File: src/rtl/accel_mem_arbiter_if.sv
// Bus bundle between NUM_REQ accelerator masters, the arbiter and the
// 128-bit accel-to-memory bridge port.
//
// Handshake: a transfer on either side completes in the cycle where the
// strobe (write or read) is high and waitrequest is low; while waitrequest
// is high the master holds its strobe, address and writedata stable.
// Readdata is valid only in that completion cycle.
interface accel_mem_arbiter_if #(
  parameter int NUM_REQ = 4,
  parameter int DATA_W  = 128
);
  logic [NUM_REQ*DATA_W-1:0] avs_accel_writedata;
  logic [NUM_REQ-1:0]        avs_accel_address;
  logic [NUM_REQ-1:0]        avs_accel_write;
  logic [NUM_REQ-1:0]        avs_accel_read;
  logic [NUM_REQ*DATA_W-1:0] avs_accel_readdata;
  logic [NUM_REQ-1:0]        avs_accel_waitrequest;
  logic [DATA_W-1:0]         avm_bridge_writedata;
  logic                      avm_bridge_address;
  logic                      avm_bridge_write;
  logic                      avm_bridge_read;
  logic [DATA_W-1:0]         avm_bridge_readdata;
  logic                      avm_bridge_waitrequest;

  // Arbiter view: slave to the accelerators, master to the bridge.
  modport slave (
    input  avs_accel_writedata, avs_accel_address, avs_accel_write, avs_accel_read,
    output avs_accel_readdata, avs_accel_waitrequest,
    output avm_bridge_writedata, avm_bridge_address, avm_bridge_write, avm_bridge_read,
    input  avm_bridge_readdata, avm_bridge_waitrequest
  );

  // Environment view: accelerators plus the bridge.
  modport master (
    output avs_accel_writedata, avs_accel_address, avs_accel_write, avs_accel_read,
    input  avs_accel_readdata, avs_accel_waitrequest,
    input  avm_bridge_writedata, avm_bridge_address, avm_bridge_write, avm_bridge_read,
    output avm_bridge_readdata, avm_bridge_waitrequest
  );
endinterface

File: src/rtl/accel_mem_arbiter.sv
// Round-robin arbiter sharing one bridge port between NUM_REQ accelerators.
// One transaction in flight; a mandatory IDLE cycle separates grants.
// A watchdog aborts a BUSY phase lasting TIMEOUT cycles and sets a sticky
// error. grant_valid is the registered FSM state (high = BUSY).
module accel_mem_arbiter #(
  parameter int NUM_REQ = 4,
  parameter int DATA_W  = 128,
  parameter int TIMEOUT = 1024
) (
  input  logic                clk,
  input  logic                reset,
  accel_mem_arbiter_if.slave  bus,
  output logic [2:0]          grant_id,
  output logic                grant_valid,
  output logic                timeout_err,
  input  logic                err_clear
);
  localparam int CNT_W = (TIMEOUT > 1) ? $clog2(TIMEOUT + 1) : 1;
  localparam logic [CNT_W-1:0] WD_LAST = CNT_W'((TIMEOUT > 0) ? TIMEOUT - 1 : 0);

  typedef enum logic {IDLE, BUSY} state_t;

  state_t             state;
  logic [2:0]         rr_ptr;
  logic [CNT_W-1:0]   wd_cnt;
  logic [NUM_REQ-1:0] req;
  logic               any_req;
  logic [2:0]         pick;
  logic               g_write, g_read, g_addr;
  logic [DATA_W-1:0]  g_data;
  logic               wd_fire, done, abort;

  assign req = bus.avs_accel_write | bus.avs_accel_read;

  // Round-robin search: first requester after rr_ptr (descending loop so the
  // nearest index is written last and wins).
  always_comb begin
    any_req = 1'b0;
    pick    = rr_ptr;
    for (int k = NUM_REQ; k >= 1; k--) begin
      if (req[(int'(rr_ptr) + k) % NUM_REQ]) begin
        any_req = 1'b1;
        pick    = 3'((int'(rr_ptr) + k) % NUM_REQ);
      end
    end
  end

  // Select the granted requester's command.
  always_comb begin
    g_write = 1'b0;
    g_read  = 1'b0;
    g_addr  = 1'b0;
    g_data  = '0;
    for (int i = 0; i < NUM_REQ; i++) begin
      if (grant_id == 3'(i)) begin
        g_write = bus.avs_accel_write[i];
        g_read  = bus.avs_accel_read[i];
        g_addr  = bus.avs_accel_address[i];
        g_data  = bus.avs_accel_writedata[i*DATA_W +: DATA_W];
      end
    end
  end

  assign wd_fire = (TIMEOUT != 0) && (state == BUSY) && (wd_cnt == WD_LAST);
  assign done    = (state == BUSY) && !wd_fire && (g_write | g_read) && !bus.avm_bridge_waitrequest;
  assign abort   = (state == BUSY) && !(g_write | g_read);

  assign bus.avs_accel_readdata = {NUM_REQ{bus.avm_bridge_readdata}};

  // Forward the granted port to the bridge; the watchdog cycle issues nothing.
  always_comb begin
    bus.avm_bridge_writedata  = '0;
    bus.avm_bridge_address    = 1'b0;
    bus.avm_bridge_write      = 1'b0;
    bus.avm_bridge_read       = 1'b0;
    bus.avs_accel_waitrequest = '1;
    if (state == BUSY) begin
      bus.avm_bridge_writedata = g_data;
      bus.avm_bridge_address   = g_addr;
      if (!wd_fire) begin
        bus.avm_bridge_write = g_write;
        bus.avm_bridge_read  = g_read & ~g_write;
        for (int i = 0; i < NUM_REQ; i++) begin
          if (grant_id == 3'(i)) bus.avs_accel_waitrequest[i] = bus.avm_bridge_waitrequest;
        end
      end
    end
  end

  // FSM with registered grant, pointer, watchdog count and sticky error.
  always_ff @(posedge clk) begin
    if (reset) begin
      state       <= IDLE;
      rr_ptr      <= 3'(NUM_REQ - 1);
      grant_id    <= 3'd0;
      grant_valid <= 1'b0;
      timeout_err <= 1'b0;
      wd_cnt      <= '0;
    end else begin
      // Clear first so a watchdog set in the same cycle overrides it.
      if (err_clear) timeout_err <= 1'b0;
      case (state)
        IDLE: begin
          wd_cnt <= '0;
          if (any_req) begin
            state       <= BUSY;
            grant_valid <= 1'b1;
            grant_id    <= pick;
            rr_ptr      <= pick;
          end
        end
        BUSY: begin
          wd_cnt <= wd_cnt + 1'b1;
          if (wd_fire) begin
            // rr_ptr already points at the offender, so it loses priority.
            timeout_err <= 1'b1;
            state       <= IDLE;
            grant_valid <= 1'b0;
          end else if (done || abort) begin
            state       <= IDLE;
            grant_valid <= 1'b0;
          end
        end
        default: begin
          state       <= IDLE;
          grant_valid <= 1'b0;
        end
      endcase
    end
  end
endmodule

File: src/flat_wrapper.sv
// flat-port wrapper written by rule: the top's interface ports become plain ports
module accel_mem_arbiter_flat 
#(
  parameter int NUM_REQ = 4,
  parameter int DATA_W  = 128,
  parameter int TIMEOUT = 1024
)
  (clk, reset, grant_id, grant_valid, timeout_err, err_clear, bus_avs_accel_writedata, bus_avs_accel_address, bus_avs_accel_write, bus_avs_accel_read, bus_avs_accel_readdata, bus_avs_accel_waitrequest, bus_avm_bridge_writedata, bus_avm_bridge_address, bus_avm_bridge_write, bus_avm_bridge_read, bus_avm_bridge_readdata, bus_avm_bridge_waitrequest);
  accel_mem_arbiter_if #(.NUM_REQ(NUM_REQ), .DATA_W(DATA_W)) bus_i ();
  input  logic clk;
  input  logic reset;
  output logic [2:0] grant_id;
  output logic grant_valid;
  output logic timeout_err;
  input  logic err_clear;
  input wire logic [$bits(bus_i.avs_accel_writedata)-1:0] bus_avs_accel_writedata;
  input wire logic [$bits(bus_i.avs_accel_address)-1:0] bus_avs_accel_address;
  input wire logic [$bits(bus_i.avs_accel_write)-1:0] bus_avs_accel_write;
  input wire logic [$bits(bus_i.avs_accel_read)-1:0] bus_avs_accel_read;
  output wire logic [$bits(bus_i.avs_accel_readdata)-1:0] bus_avs_accel_readdata;
  output wire logic [$bits(bus_i.avs_accel_waitrequest)-1:0] bus_avs_accel_waitrequest;
  output wire logic [$bits(bus_i.avm_bridge_writedata)-1:0] bus_avm_bridge_writedata;
  output wire logic [$bits(bus_i.avm_bridge_address)-1:0] bus_avm_bridge_address;
  output wire logic [$bits(bus_i.avm_bridge_write)-1:0] bus_avm_bridge_write;
  output wire logic [$bits(bus_i.avm_bridge_read)-1:0] bus_avm_bridge_read;
  input wire logic [$bits(bus_i.avm_bridge_readdata)-1:0] bus_avm_bridge_readdata;
  input wire logic [$bits(bus_i.avm_bridge_waitrequest)-1:0] bus_avm_bridge_waitrequest;
  assign bus_i.avs_accel_writedata = bus_avs_accel_writedata;
  assign bus_i.avs_accel_address = bus_avs_accel_address;
  assign bus_i.avs_accel_write = bus_avs_accel_write;
  assign bus_i.avs_accel_read = bus_avs_accel_read;
  assign bus_avs_accel_readdata = bus_i.avs_accel_readdata;
  assign bus_avs_accel_waitrequest = bus_i.avs_accel_waitrequest;
  assign bus_avm_bridge_writedata = bus_i.avm_bridge_writedata;
  assign bus_avm_bridge_address = bus_i.avm_bridge_address;
  assign bus_avm_bridge_write = bus_i.avm_bridge_write;
  assign bus_avm_bridge_read = bus_i.avm_bridge_read;
  assign bus_i.avm_bridge_readdata = bus_avm_bridge_readdata;
  assign bus_i.avm_bridge_waitrequest = bus_avm_bridge_waitrequest;
  accel_mem_arbiter #(.NUM_REQ(NUM_REQ), .DATA_W(DATA_W), .TIMEOUT(TIMEOUT)) u_core (.clk(clk), .reset(reset), .bus(bus_i), .grant_id(grant_id), .grant_valid(grant_valid), .timeout_err(timeout_err), .err_clear(err_clear));
endmodule
File: config.mk
export PLATFORM = sky130hd
export DESIGN_NAME = accel_mem_arbiter_flat
export DESIGN_NICKNAME = d
export VERILOG_FILES = /design/src/rtl/accel_mem_arbiter_if.sv /design/src/rtl/accel_mem_arbiter.sv /design/src/flat_wrapper.sv
export SDC_FILE = /design/constraint.sdc
export NUM_CORES = 1
export LEC_CHECK = 0
export ABC_AREA = 0
export CORE_AREA = 5 5 504 506
export DETAILED_ROUTE_END_ITERATION = 16
export DIE_AREA = 0 0 509 511
export SYNTH_ARGS = -nofsm -noshare
export SYNTH_HDL_FRONTEND = slang
export SYNTH_SLANG_ARGS = --single-unit
File: constraint.sdc
create_clock -name clk -period 1.71 [get_ports clk]
set_input_delay 0.2565 -clock clk [delete_from_list [all_inputs] [get_ports clk]]
set_output_delay 0.2565 -clock clk [all_outputs]
set_load 0.005 [all_outputs]
==> results.txt <==
Outcome = complete, but fails checks
Failing checks = negative setup slack
Seq cells post-synth = 18
NumNets Final = 1834
Full die area = 260000 µm²
DPL Wire Length = 157000 µm
Standard-cell rows = 184
Worst vdd ir = 0.337 mV
Placer Congestion = 0.946
Max_cap viols = 0
Post-synth top area cell = buf_4
GRT Overall Usage = 12.1%
R2r startpoint = u_core.grant_id[0]$_SDFFE_PP0P_
Most frequent cells in the layout = 528 x clkdlybuf4s50_1, 131 x mux4_2, 98 x buf_4
Yosys cell types = 41
Hold WS = 0.510 ns
DRC viols = 0
Syn. warnings = 0
Leak pwr = 5.74 nW
Core Footprint = 250000 µm²
Via Count = 9567
Slew Viols, Final = 0
Post-synth EDFFs = 0
CTS Root Cell = clkbuf_16
Worst Setup SP = u_core.grant_id[0]$_SDFFE_PP0P_
Synth Area in Adders = 0.143%
CP cell instances = buf_16 -> buf_6 -> buf_16 -> mux4_2 -> and2_1 -> clkdlybuf4s50_1
Initial Util = 3.49%
Synth Area in Simple Gates = 12.1%
Critical Path AT = 2.22 ns
GRT overflow = 0
Chip height = 511 µm
Mux cell area share after synthesis = 33.9%
Fillers = 29200
Synth-to-layout area growth = 108%
CTS tree = yes
R2R cell count = 7
Skew-Pair Late Insertion Delay = 0.27 ns
Ratio of cells with drive above 1 in the final layout = 42.1%
Clk sinks = 18
Cts hold-fix bufs = 0
PortBufs = 666
Hold depth = 2
HP Start = u_core.wd_cnt[8]$_SDFF_PP0_
Final ANT Viol Nets = 0
Fin Setup TNS = -82.41 ns
Longest Clk Path Bufs = 2
Power, Total = 8.13 mW
Critical R2R Capture = u_core.state$_SDFF_PP0_
Register area share after synthesis = 4.13%
Final min period = 2.48 ns
Xor and xnor fraction of the mapped netlist area = 0.502%
Post-route cell area = 18100 µm²
Yosys top cell area share = 44.2%
Net Count, Synth = 1579
Worst hold-check path type = reg -> reg
Most common cell after layout, fill and taps aside = clkdlybuf4s50_1
CP Capture Type = output port
Peak fanout along the critical path = 6
Main combinational cell family by area after synthesis = buffers and inverters
Most frequent CP cell = buf_16
Tcrit/Tclk final = 145%
Largest net degree at the start of global routing = 39
Worst setup path endpoint = bus_avm_bridge_writedata[103]
Synth top area cells = buf_4 44%, mux4_2 34%, and2_1 9.3%
R2r setup slk = -0.17 ns
Avg Inst Size Synth = 9.46 µm²
Reg clk slew, reported paths = 0.07 ns
Compound-gate portion of the synthesized area = 1.92%
Worst Clk Skew = 0.0110 ns
Setup Slack @ Placement = -0.693 ns
Final WS setup = -0.771 ns
Startpoint Class = flip-flop
DR WL/cell = 36.2 µm
Max stage delay cell, worst path = mux4_2
Die Width = 509 µm
Boundary pin count = 1308
Fin util = 7.25%
Global-route wire length before repair = 186000 µm
CTS Buf Count = 3
Max incr delay on CP = 0.50 ns
FMAX = 403 MHz
Initial antenna violation count = 261
Final setup vio count = 138
PwrDens = 449 nW/µm²
Vias in the first global route = 9254
WS Path Type = reg -> out
Post-Syn Instances = 922
DP Cell Count = 4448
Number of DRC markers in iteration 0 = 712
H-tree Lvls = 1
Critical Path RT = 1.45 ns
Post-synth ARST share = 0%
Fin. Hold Viols = 0
Area after DPL = 16400 µm²
Mapped Area = 8720 µm²
Post-synth top flop = dfxtp_1
Drt total wl = 166000 µm
RSZ-0062 raised after global routing = true
Vias per cell = 2.09
First-pass DRT Iterations = 5
Post-route insts no fill = 4586
worst min-delay path by stage:
stage                                            to  slack, ns
floorplan           u_core.grant_valid$_SDFFE_PP0P_       0.32
global placement        u_core.wd_cnt[8]$_SDFF_PP0_       0.47
detailed placement      u_core.wd_cnt[8]$_SDFF_PP0_       0.50
CTS                     u_core.wd_cnt[8]$_SDFF_PP0_       0.51
global route            bus_avs_accel_readdata[195]       0.51
finish                  u_core.wd_cnt[8]$_SDFF_PP0_       0.51
layout make-up:
cell class / count / area, µm² / share of cell area (%)
multi-input cells: 342 / 4590 / 25.4
well taps: 3348 / 4190 / 23.1
inverters: 2 / 7.51 / 0.0415
flip-flops and latches: 18 / 374 / 2.07
clock buffers: 4 / 88.8 / 0.491
repair buffers: 810 / 8690 / 48.0
diodes: 62 / 155 / 0.857
kinds of logic after synthesis:
logic type,count (synthesis)
buffers and inverters,562
and+or+nand+nor,177
muxes,132
AOI/OAI and AO/OA,26
DFF,18
xor gates and xnor gates,5
adders and majority gates,1
other,1
cell usage after synthesis, drive strengths merged, types with 2 or more instances:
| master | count |
|---|---|
| o21ai | 5 |
| buf | 537 |
| o21bai | 3 |
| nand2 | 6 |
| inv | 2 |
| nor3 | 3 |
| nor2b | 2 |
| clkbuf | 23 |
| a21oi | 8 |
| mux4 | 131 |
| or3 | 4 |
| dfxtp | 18 |
| and2 | 129 |
| nor2 | 14 |
| o22ai | 2 |
| nand3 | 6 |
| xnor2 | 2 |
| nand2b | 2 |
| nand4b | 2 |
| nand3b | 3 |
| xor2 | 3 |
per-layer routing:
metal	vias to the layer above	part of all wire (%)	GRT usage (%)
li1	3281	-	-
met4	210	4.1	3.35
met3	695	24	13.2
met2	1286	42	18.6
met1	4095	29	10.6
met5	-	0.88	0.148
flip-flops by register name, summed over array words and instances (netlist names):
name / flops
u_core.grant_id: 2
u_core.grant_valid: 1
u_core.rr_ptr: 2
u_core.state: 1
u_core.timeout_err: 1
u_core.wd_cnt: 11
timing repair:
item | CTS | global route
pin swaps | 42 | 24
cloned | 7 | 2
gates resized for setup | 284 | 123
setup buffers | 36 | 36
endpoints found under the setup margin | 140 | 139
worst max-delay path: cells and delay by family (launching register included):
kind	cells	cell delay, ns
buf+inv	4	0.86
flops	1	0.39
mux	1	0.50
simple gates	1	0.17
power breakdown:
part / switching, mW / internal (mW)
combinational: 2.87 / 4.17
clock: 0.231 / 0.359
sequential: 0.0576 / 0.448
Note: power is estimated with default switching activity, not from simulation.
